==> src/rtl/apu_port_pkg.sv <==
// Shared types and constants for the APU mailbox port responder.
// Out-port reset selection (APU_PORT_IPL_SIG_EN) is applied in apu_port_responder.
package apu_port_pkg;

    localparam int unsigned NUM_PORTS = 4;
    localparam int unsigned ADDR_W    = 2;
    localparam int unsigned DATA_W    = 8;

    localparam logic [DATA_W-1:0] IPL_SIG0 = 8'hAA;
    localparam logic [DATA_W-1:0] IPL_SIG1 = 8'hBB;

    typedef enum logic {W_IDLE, W_ACTIVE} wr_state_e;
    typedef enum logic {R_IDLE, R_DRIVE}  rd_state_e;

    // One host bus beat: port select plus data.
    typedef struct packed {
        logic [ADDR_W-1:0] addr;
        logic [DATA_W-1:0] data;
    } host_beat_t;

endpackage

==> src/rtl/apu_bus_sync.sv <==
// Multi-bit synchronizer for asynchronous host bus inputs.
// The low EDGE_W bits get one extra flop for rise/fall detection.
module apu_bus_sync #(
    parameter int unsigned  W       = 1,
    parameter int unsigned  EDGE_W  = 1,
    parameter int unsigned  STAGES  = 2,
    parameter logic [W-1:0] RST_VAL = '0
) (
    input  logic              clk,
    input  logic              rst_n,
    input  logic [W-1:0]      d,
    output logic [W-1:0]      level,
    output logic [EDGE_W-1:0] rise_c,
    output logic [EDGE_W-1:0] fall_c
);

    logic [W-1:0]      stage [STAGES];
    logic [EDGE_W-1:0] prev;

    always_ff @(posedge clk or negedge rst_n) begin
        if (!rst_n) begin
            for (int unsigned i = 0; i < STAGES; i++) stage[i] <= RST_VAL;
            prev <= RST_VAL[EDGE_W-1:0];
        end else begin
            stage[0] <= d;
            for (int unsigned i = 1; i < STAGES; i++) stage[i] <= stage[i-1];
            prev <= stage[STAGES-1][EDGE_W-1:0];
        end
    end

    assign level  = stage[STAGES-1];
    assign rise_c = ~prev & stage[STAGES-1][EDGE_W-1:0];
    assign fall_c = prev & ~stage[STAGES-1][EDGE_W-1:0];

endmodule

==> src/rtl/apu_port_responder.sv <==
// APU-side responder for the SNES CPU<->APU four-byte mailbox.
// Define APU_PORT_IPL_SIG_EN to reset out-ports 0/1 to the IPL ready signature.
module apu_port_responder
    import apu_port_pkg::*;
#(
    parameter int unsigned SYNC_STAGES = 2
) (
    input  logic                 CLK,
    input  logic                 RSTn,
    input  logic                 APU_RSTn,
    input  logic [ADDR_W-1:0]    APU_A,
    input  logic                 APU_WEn,
    input  logic                 APU_RDn,
    input  logic [DATA_W-1:0]    APU_Din,
    output logic [DATA_W-1:0]    APU_Dout,
    output logic                 APU_DEn,
    input  logic [ADDR_W-1:0]    smp_addr,
    input  logic                 smp_wr,
    input  logic [DATA_W-1:0]    smp_wdata,
    output logic [DATA_W-1:0]    smp_rdata,
    input  logic                 smp_clr01,
    input  logic                 smp_clr23,
    output logic [NUM_PORTS-1:0] host_wr
);

    localparam int unsigned SYNC_W = ADDR_W + DATA_W + 3;

`ifdef APU_PORT_IPL_SIG_EN
    localparam logic [NUM_PORTS-1:0][DATA_W-1:0] OUT_RST =
        {DATA_W'(0), DATA_W'(0), IPL_SIG1, IPL_SIG0};
`else
    localparam logic [NUM_PORTS-1:0][DATA_W-1:0] OUT_RST = '0;
`endif

    logic [SYNC_W-1:0]    sync_lvl;
    logic [1:0]           sync_rise_c;
    logic [1:0]           sync_fall_c;
    logic                 wen_lvl;
    logic                 rdn_lvl;
    logic                 apu_run;
    host_beat_t           bus_c;
    host_beat_t           sample;
    wr_state_e            w_state, w_next;
    rd_state_e            r_state, r_next;
    logic                 commit_c;
    logic                 drive_c;
    logic [NUM_PORTS-1:0] clr_c;
    logic [DATA_W-1:0]    in_port  [NUM_PORTS];
    logic [DATA_W-1:0]    out_port [NUM_PORTS];

    // Strobes idle high; bit order {A, Din, RSTn, RDn, WEn}.
    apu_bus_sync #(
        .W       (SYNC_W),
        .EDGE_W  (2),
        .STAGES  (SYNC_STAGES),
        .RST_VAL (SYNC_W'(3'b111))
    ) u_sync (
        .clk    (CLK),
        .rst_n  (RSTn),
        .d      ({APU_A, APU_Din, APU_RSTn, APU_RDn, APU_WEn}),
        .level  (sync_lvl),
        .rise_c (sync_rise_c),
        .fall_c (sync_fall_c)
    );

    assign wen_lvl = sync_lvl[0];
    assign rdn_lvl = sync_lvl[1];
    assign apu_run = sync_lvl[2];
    assign bus_c   = host_beat_t'(sync_lvl[SYNC_W-1:3]);
    assign clr_c   = {smp_clr23, smp_clr23, smp_clr01, smp_clr01};

    always_ff @(posedge CLK or negedge RSTn) begin
        if (!RSTn) begin
            w_state <= W_IDLE;
            r_state <= R_IDLE;
        end else begin
            w_state <= w_next;
            r_state <= r_next;
        end
    end

    always_comb begin
        w_next = w_state;
        r_next = r_state;
        if (!apu_run) begin
            w_next = W_IDLE;
            r_next = R_IDLE;
        end else begin
            case (w_state)
                W_IDLE:   if (sync_fall_c[0]) w_next = W_ACTIVE;
                W_ACTIVE: if (sync_rise_c[0]) w_next = W_IDLE;
                default:  w_next = W_IDLE;
            endcase
            case (r_state)
                R_IDLE:   if (sync_fall_c[1]) r_next = R_DRIVE;
                R_DRIVE:  if (sync_rise_c[1]) r_next = R_IDLE;
                default:  r_next = R_IDLE;
            endcase
        end
    end

    // Never drive the bus while a host write strobe is low.
    always_comb begin
        commit_c = 1'b0;
        drive_c  = 1'b0;
        if (apu_run) begin
            commit_c = (w_state == W_ACTIVE) && sync_rise_c[0];
            drive_c  = (r_next == R_DRIVE) && wen_lvl && !rdn_lvl;
        end
    end

    always_ff @(posedge CLK or negedge RSTn) begin
        if (!RSTn) begin
            host_wr  <= '0;
            APU_DEn  <= 1'b1;
            APU_Dout <= '0;
            sample   <= '0;
        end else if (!apu_run) begin
            host_wr  <= '0;
            APU_DEn  <= 1'b1;
            APU_Dout <= '0;
            sample   <= '0;
        end else begin
            host_wr <= commit_c ? (NUM_PORTS'(1) << sample.addr) : '0;
            APU_DEn <= ~drive_c;
            if (drive_c) APU_Dout <= out_port[bus_c.addr];
            // Last beat seen while WEn was low is the one committed.
            if (!wen_lvl) sample <= bus_c;
        end
    end

    // Host commit takes priority over an SMP clear on the same in-port.
    always_ff @(posedge CLK or negedge RSTn) begin
        if (!RSTn) begin
            for (int unsigned i = 0; i < NUM_PORTS; i++) begin
                in_port[i]  <= '0;
                out_port[i] <= OUT_RST[i];
            end
        end else if (!apu_run) begin
            for (int unsigned i = 0; i < NUM_PORTS; i++) begin
                in_port[i]  <= '0;
                out_port[i] <= OUT_RST[i];
            end
        end else begin
            for (int unsigned i = 0; i < NUM_PORTS; i++) begin
                if (commit_c && sample.addr == ADDR_W'(i)) in_port[i] <= sample.data;
                else if (clr_c[i])                         in_port[i] <= '0;
                if (smp_wr && smp_addr == ADDR_W'(i))      out_port[i] <= smp_wdata;
            end
        end
    end

    assign smp_rdata = in_port[smp_addr];

endmodule

==> config.mk <==
export PLATFORM = sky130hd
export DESIGN_NAME = apu_port_responder
export DESIGN_NICKNAME = d
export VERILOG_FILES = /design/src/rtl/apu_port_pkg.sv /design/src/rtl/apu_bus_sync.sv /design/src/rtl/apu_port_responder.sv
export SDC_FILE = /design/constraint.sdc
export NUM_CORES = 1
export LEC_CHECK = 0
export BUFFER_PORTS_ARGS = -buffer_cell sky130_fd_sc_hd__buf_2
export CAP_MARGIN = 20
export CORE_MARGIN = 2
export CORE_UTILIZATION = 26
export CTS_BUF_LIST = sky130_fd_sc_hd__clkbuf_4 sky130_fd_sc_hd__clkbuf_8 sky130_fd_sc_hd__clkbuf_16
export CTS_CLUSTER_SIZE = 40
export DETAILED_ROUTE_END_ITERATION = 10
export SLEW_MARGIN = 20
export SYNTH_ARGS = -nofsm -noshare
export SYNTH_HDL_FRONTEND = slang
export SYNTH_SLANG_ARGS = --single-unit
==> constraint.sdc <==
create_clock -name CLK -period 3 [get_ports CLK]
set_input_delay 0.45 -clock CLK [delete_from_list [all_inputs] [get_ports CLK]]
set_output_delay 0.45 -clock CLK [all_outputs]
set_load 0.02 [all_outputs]
==> run_results.csv <==
group,metric,value,unit
status,status,"complete, no violations",
timing,fin_ws,997,ps
yosys,avgSynthCellArea,13.7,um^2
yosys,ys_seq_area_share,59.7,%
cts,cts_root_buffer,"clkbuf_16",
floorplan,die_h,142,um
yosys,netlist_instances,359,
global_route,grt_pass1_vias,3065,
timing,report.final.setup_viol,0,
yosys,ys_warn_count,0,
global_route,grt_pass1_wl,16600,um
setup_path,start_kind,"primary input",
detailed_routing,drt_iter0_markers,160,
floorplan,coreArea,18600,um^2
final_layout,synthToLayoutAreaGrowth,23.2,%
setup_path,worst_r2r_path_depth,3,
yosys,ys_seq_elements,117,
timing,period_needed,2000,ps
placed_design,dp_slack,976,ps
timing,post-route-period-util,66.8,%
final_layout,layout_commonest_cell,"dfrtp_1",
cts,clock_path_buffers,2,
setup_path,critical_path_peak_fanout,12,
floorplan,dieArea,20000,um^2
placed_design,io_buffers,48,
timing,hold_viol_final,0,
yosys,synth_top_family_by_area,"multiplexers",
yosys,synth_cell_type_count,27,
yosys,synth_xor_area_share,0,%
final_layout,fillers,1835,
final_layout,antennaDiodeCount,0,
yosys,synth_fa_ha_area_share,0.203,%
cts,cts_buffers,17,
setup_path,ff2ff_setup_slack,1080,ps
final_layout,fin_nets,442,
cts,clk_pin_slew_worst_paths,50,ps
setup_path,critical_path_class,"in2out",
timing,finalSetupTns,0,ps
global_route,grt_max_degree,64,
power_and_ir_drop,power_density,672,nW/um^2
yosys,synth_simple_gate_area_share,11.4,%
final_layout,mostFrequentLayoutCells,"dfrtp_1, mux2i_1, buf_2",
setup_path,r2r-end,"in_port[7]$_DFFE_PN0P_",
global_route,grt-ovfl-total,0,
cts,clock-sinks,117,
final_layout,fin_util,32.5,%
cts,cts_tree,"done",
floorplan,start_util,26.4,%
setup_path,r2r_start,"u_sync.level[0]$_DFF_PN1_",
placed_design,place_congestion,0.708,
timing,finClkSkew,10.3,ps
yosys,synthMuxAreaShare,24.0,%
detailed_routing,routed_wirelength,9860,um
min_path,hp-class,"in2async",
timing,drv_slew,0,
global_route,grtUsageTotal,10.9,%
cts,cts_setup_buffers,0,
cts,cts_max_level,4,
global_route,antenna_found_initial,1,
power_and_ir_drop,total_power,0.00407,W
detailed_routing,postRouteAntennaNets,0,
timing,worstMarginPinSlew,805,ps
cts,insertion_delay,410,ps
timing,max_freq,499,MHz
timing,relSlewSlack,46.4,%
detailed_routing,vias_per_cell,4.24,
detailed_routing,post_drt_wl_per_cell,14.9,um
setup_path,critical_path_arrival,1550,ps
yosys,synth_area,4920,um^2
cts,ctsHoldBuffers,0,
yosys,synth-compound-area-share,0.254,%
final_layout,final_cell_area,6060,um^2
final_layout,layout-drive-gt1-share,29.0,%
placed_design,dpl_cell_area,5410,um^2
floorplan,num_rows,50,
placed_design,dpl.hpwl,6740,um
timing,rsz0062_at_grt,"no",
detailed_routing,drcViolationCount,0,
cts,cts_resized,0,
detailed_routing,drtPass1Iterations,6,
flow_run,maxCapViolations,0,
yosys,syn-num-nets,387,
setup_path,endpoint_kind,"primary output",
floorplan,die_w,142,um
power_and_ir_drop,p_leak,2.86,nW
setup_path,critPathRequiredTime,2550,ps
power_and_ir_drop,peakVddDrop,0.000328,V
floorplan,pin_count,49,
detailed_routing,vias,2801,
-- final cells by class --
| type | instances | area (um^2) | share of cell area [%] |
|---|---|---|---|
| clock buffer | 19 | 453 | 7.47 |
| clock inverter | 13 | 203 | 3.34 |
| sequential | 117 | 2940 | 48.5 |
| inverter | 19 | 71.3 | 1.18 |
| multi-input combinational | 200 | 1770 | 29.1 |
| timing repair buffer | 59 | 338 | 5.57 |
| tap | 234 | 293 | 4.83 |
-- stage by stage --
step | hold slack (ps) | std cells
after floorplan | 154 | 359
after global placement | 333 | 629
after detailed placement | 336 | 629
after CTS | 121 | 661
after global routing | 124 | 661
final | 130 | 661
-- worst max-delay path, stage by stage --
cell	delay, ps
buf_2	360
mux4_2	560
buf_2	170
-- worst max path at each step --
| stage | start | endpoint | slack, ps | cells past startpoint |
|---|---|---|---|---|
| detailed placement | smp_addr[0] | smp_rdata[2] | 980 | 3 |
| global placement | smp_addr[0] | smp_rdata[5] | 990 | 3 |
| global route | smp_addr[0] | smp_rdata[7] | 930 | 3 |
| floorplan | smp_addr[0] | smp_rdata[0] | 1330 | 2 |
| CTS | smp_addr[0] | smp_rdata[2] | 980 | 3 |
| finish | smp_addr[0] | smp_rdata[2] | 1000 | 3 |
-- routing by layer --
layer | global-route usage (%) | routed length (um) | vias to the layer above | part of all wire, %
met4 | 5.84 | 274 | 2 | 2.8
met3 | 3.37 | 478 | 25 | 4.8
met2 | 16.6 | 4620 | 58 | 47
met1 | 14.0 | 4480 | 1402 | 45
li1 | - | - | 1314 | -
met5 | 0 | 13 | - | 0.13
-- Yosys cell counts --
library cell | instances | area [um^2]
and2_1 | 2 | 12.5
and4b_1 | 1 | 10.0
buf_2 | 7 | 35.0
buf_4 | 7 | 52.6
buf_6 | 3 | 33.8
clkbuf_1 | 5 | 18.8
clkbuf_2 | 1 | 5.00
dfrtp_1 | 108 | 2700
dfstp_2 | 9 | 236
inv_1 | 17 | 63.8
inv_2 | 2 | 7.51
maj3_1 | 1 | 10.0
mux2i_1 | 82 | 821
mux4_2 | 16 | 360
nand2_1 | 41 | 154
nand3_1 | 1 | 5.00
nand3_2 | 1 | 10.0
nand3b_1 | 2 | 15.0
nand4b_4 | 1 | 23.8
nor2_1 | 1 | 3.75
nor2_4 | 1 | 11.3
nor2b_1 | 44 | 275
nor3_2 | 1 | 10.0
nor3b_1 | 1 | 7.51
nor3b_2 | 2 | 25.0
o211ai_1 | 1 | 7.51
o21ai_0 | 1 | 5.00
-- flip-flops by register name, summed over array words and instances, names as in the netlist --
signal        cells
out_port         32
u_sync.stage     13
w_state           1
in_port          32
APU_DEn           1
host_wr           4
u_sync.level     13
u_sync.prev       2
sample           10
APU_Dout          8
r_state           1
-- logic make-up after synthesis --
kind of cell | after synthesis
simple gates | 99
compound gates | 2
flops | 117
fa+ha+maj | 1
buf+inv | 42
mux | 98
-- power breakdown --
group | internal, W | switching [W]
Sequential | 0.00163 | 0.0000345
Clock | 0.00151 | 0.000702
Combinational | 0.0000825 | 0.000110
Note: power is estimated with default switching activity, not from simulation.
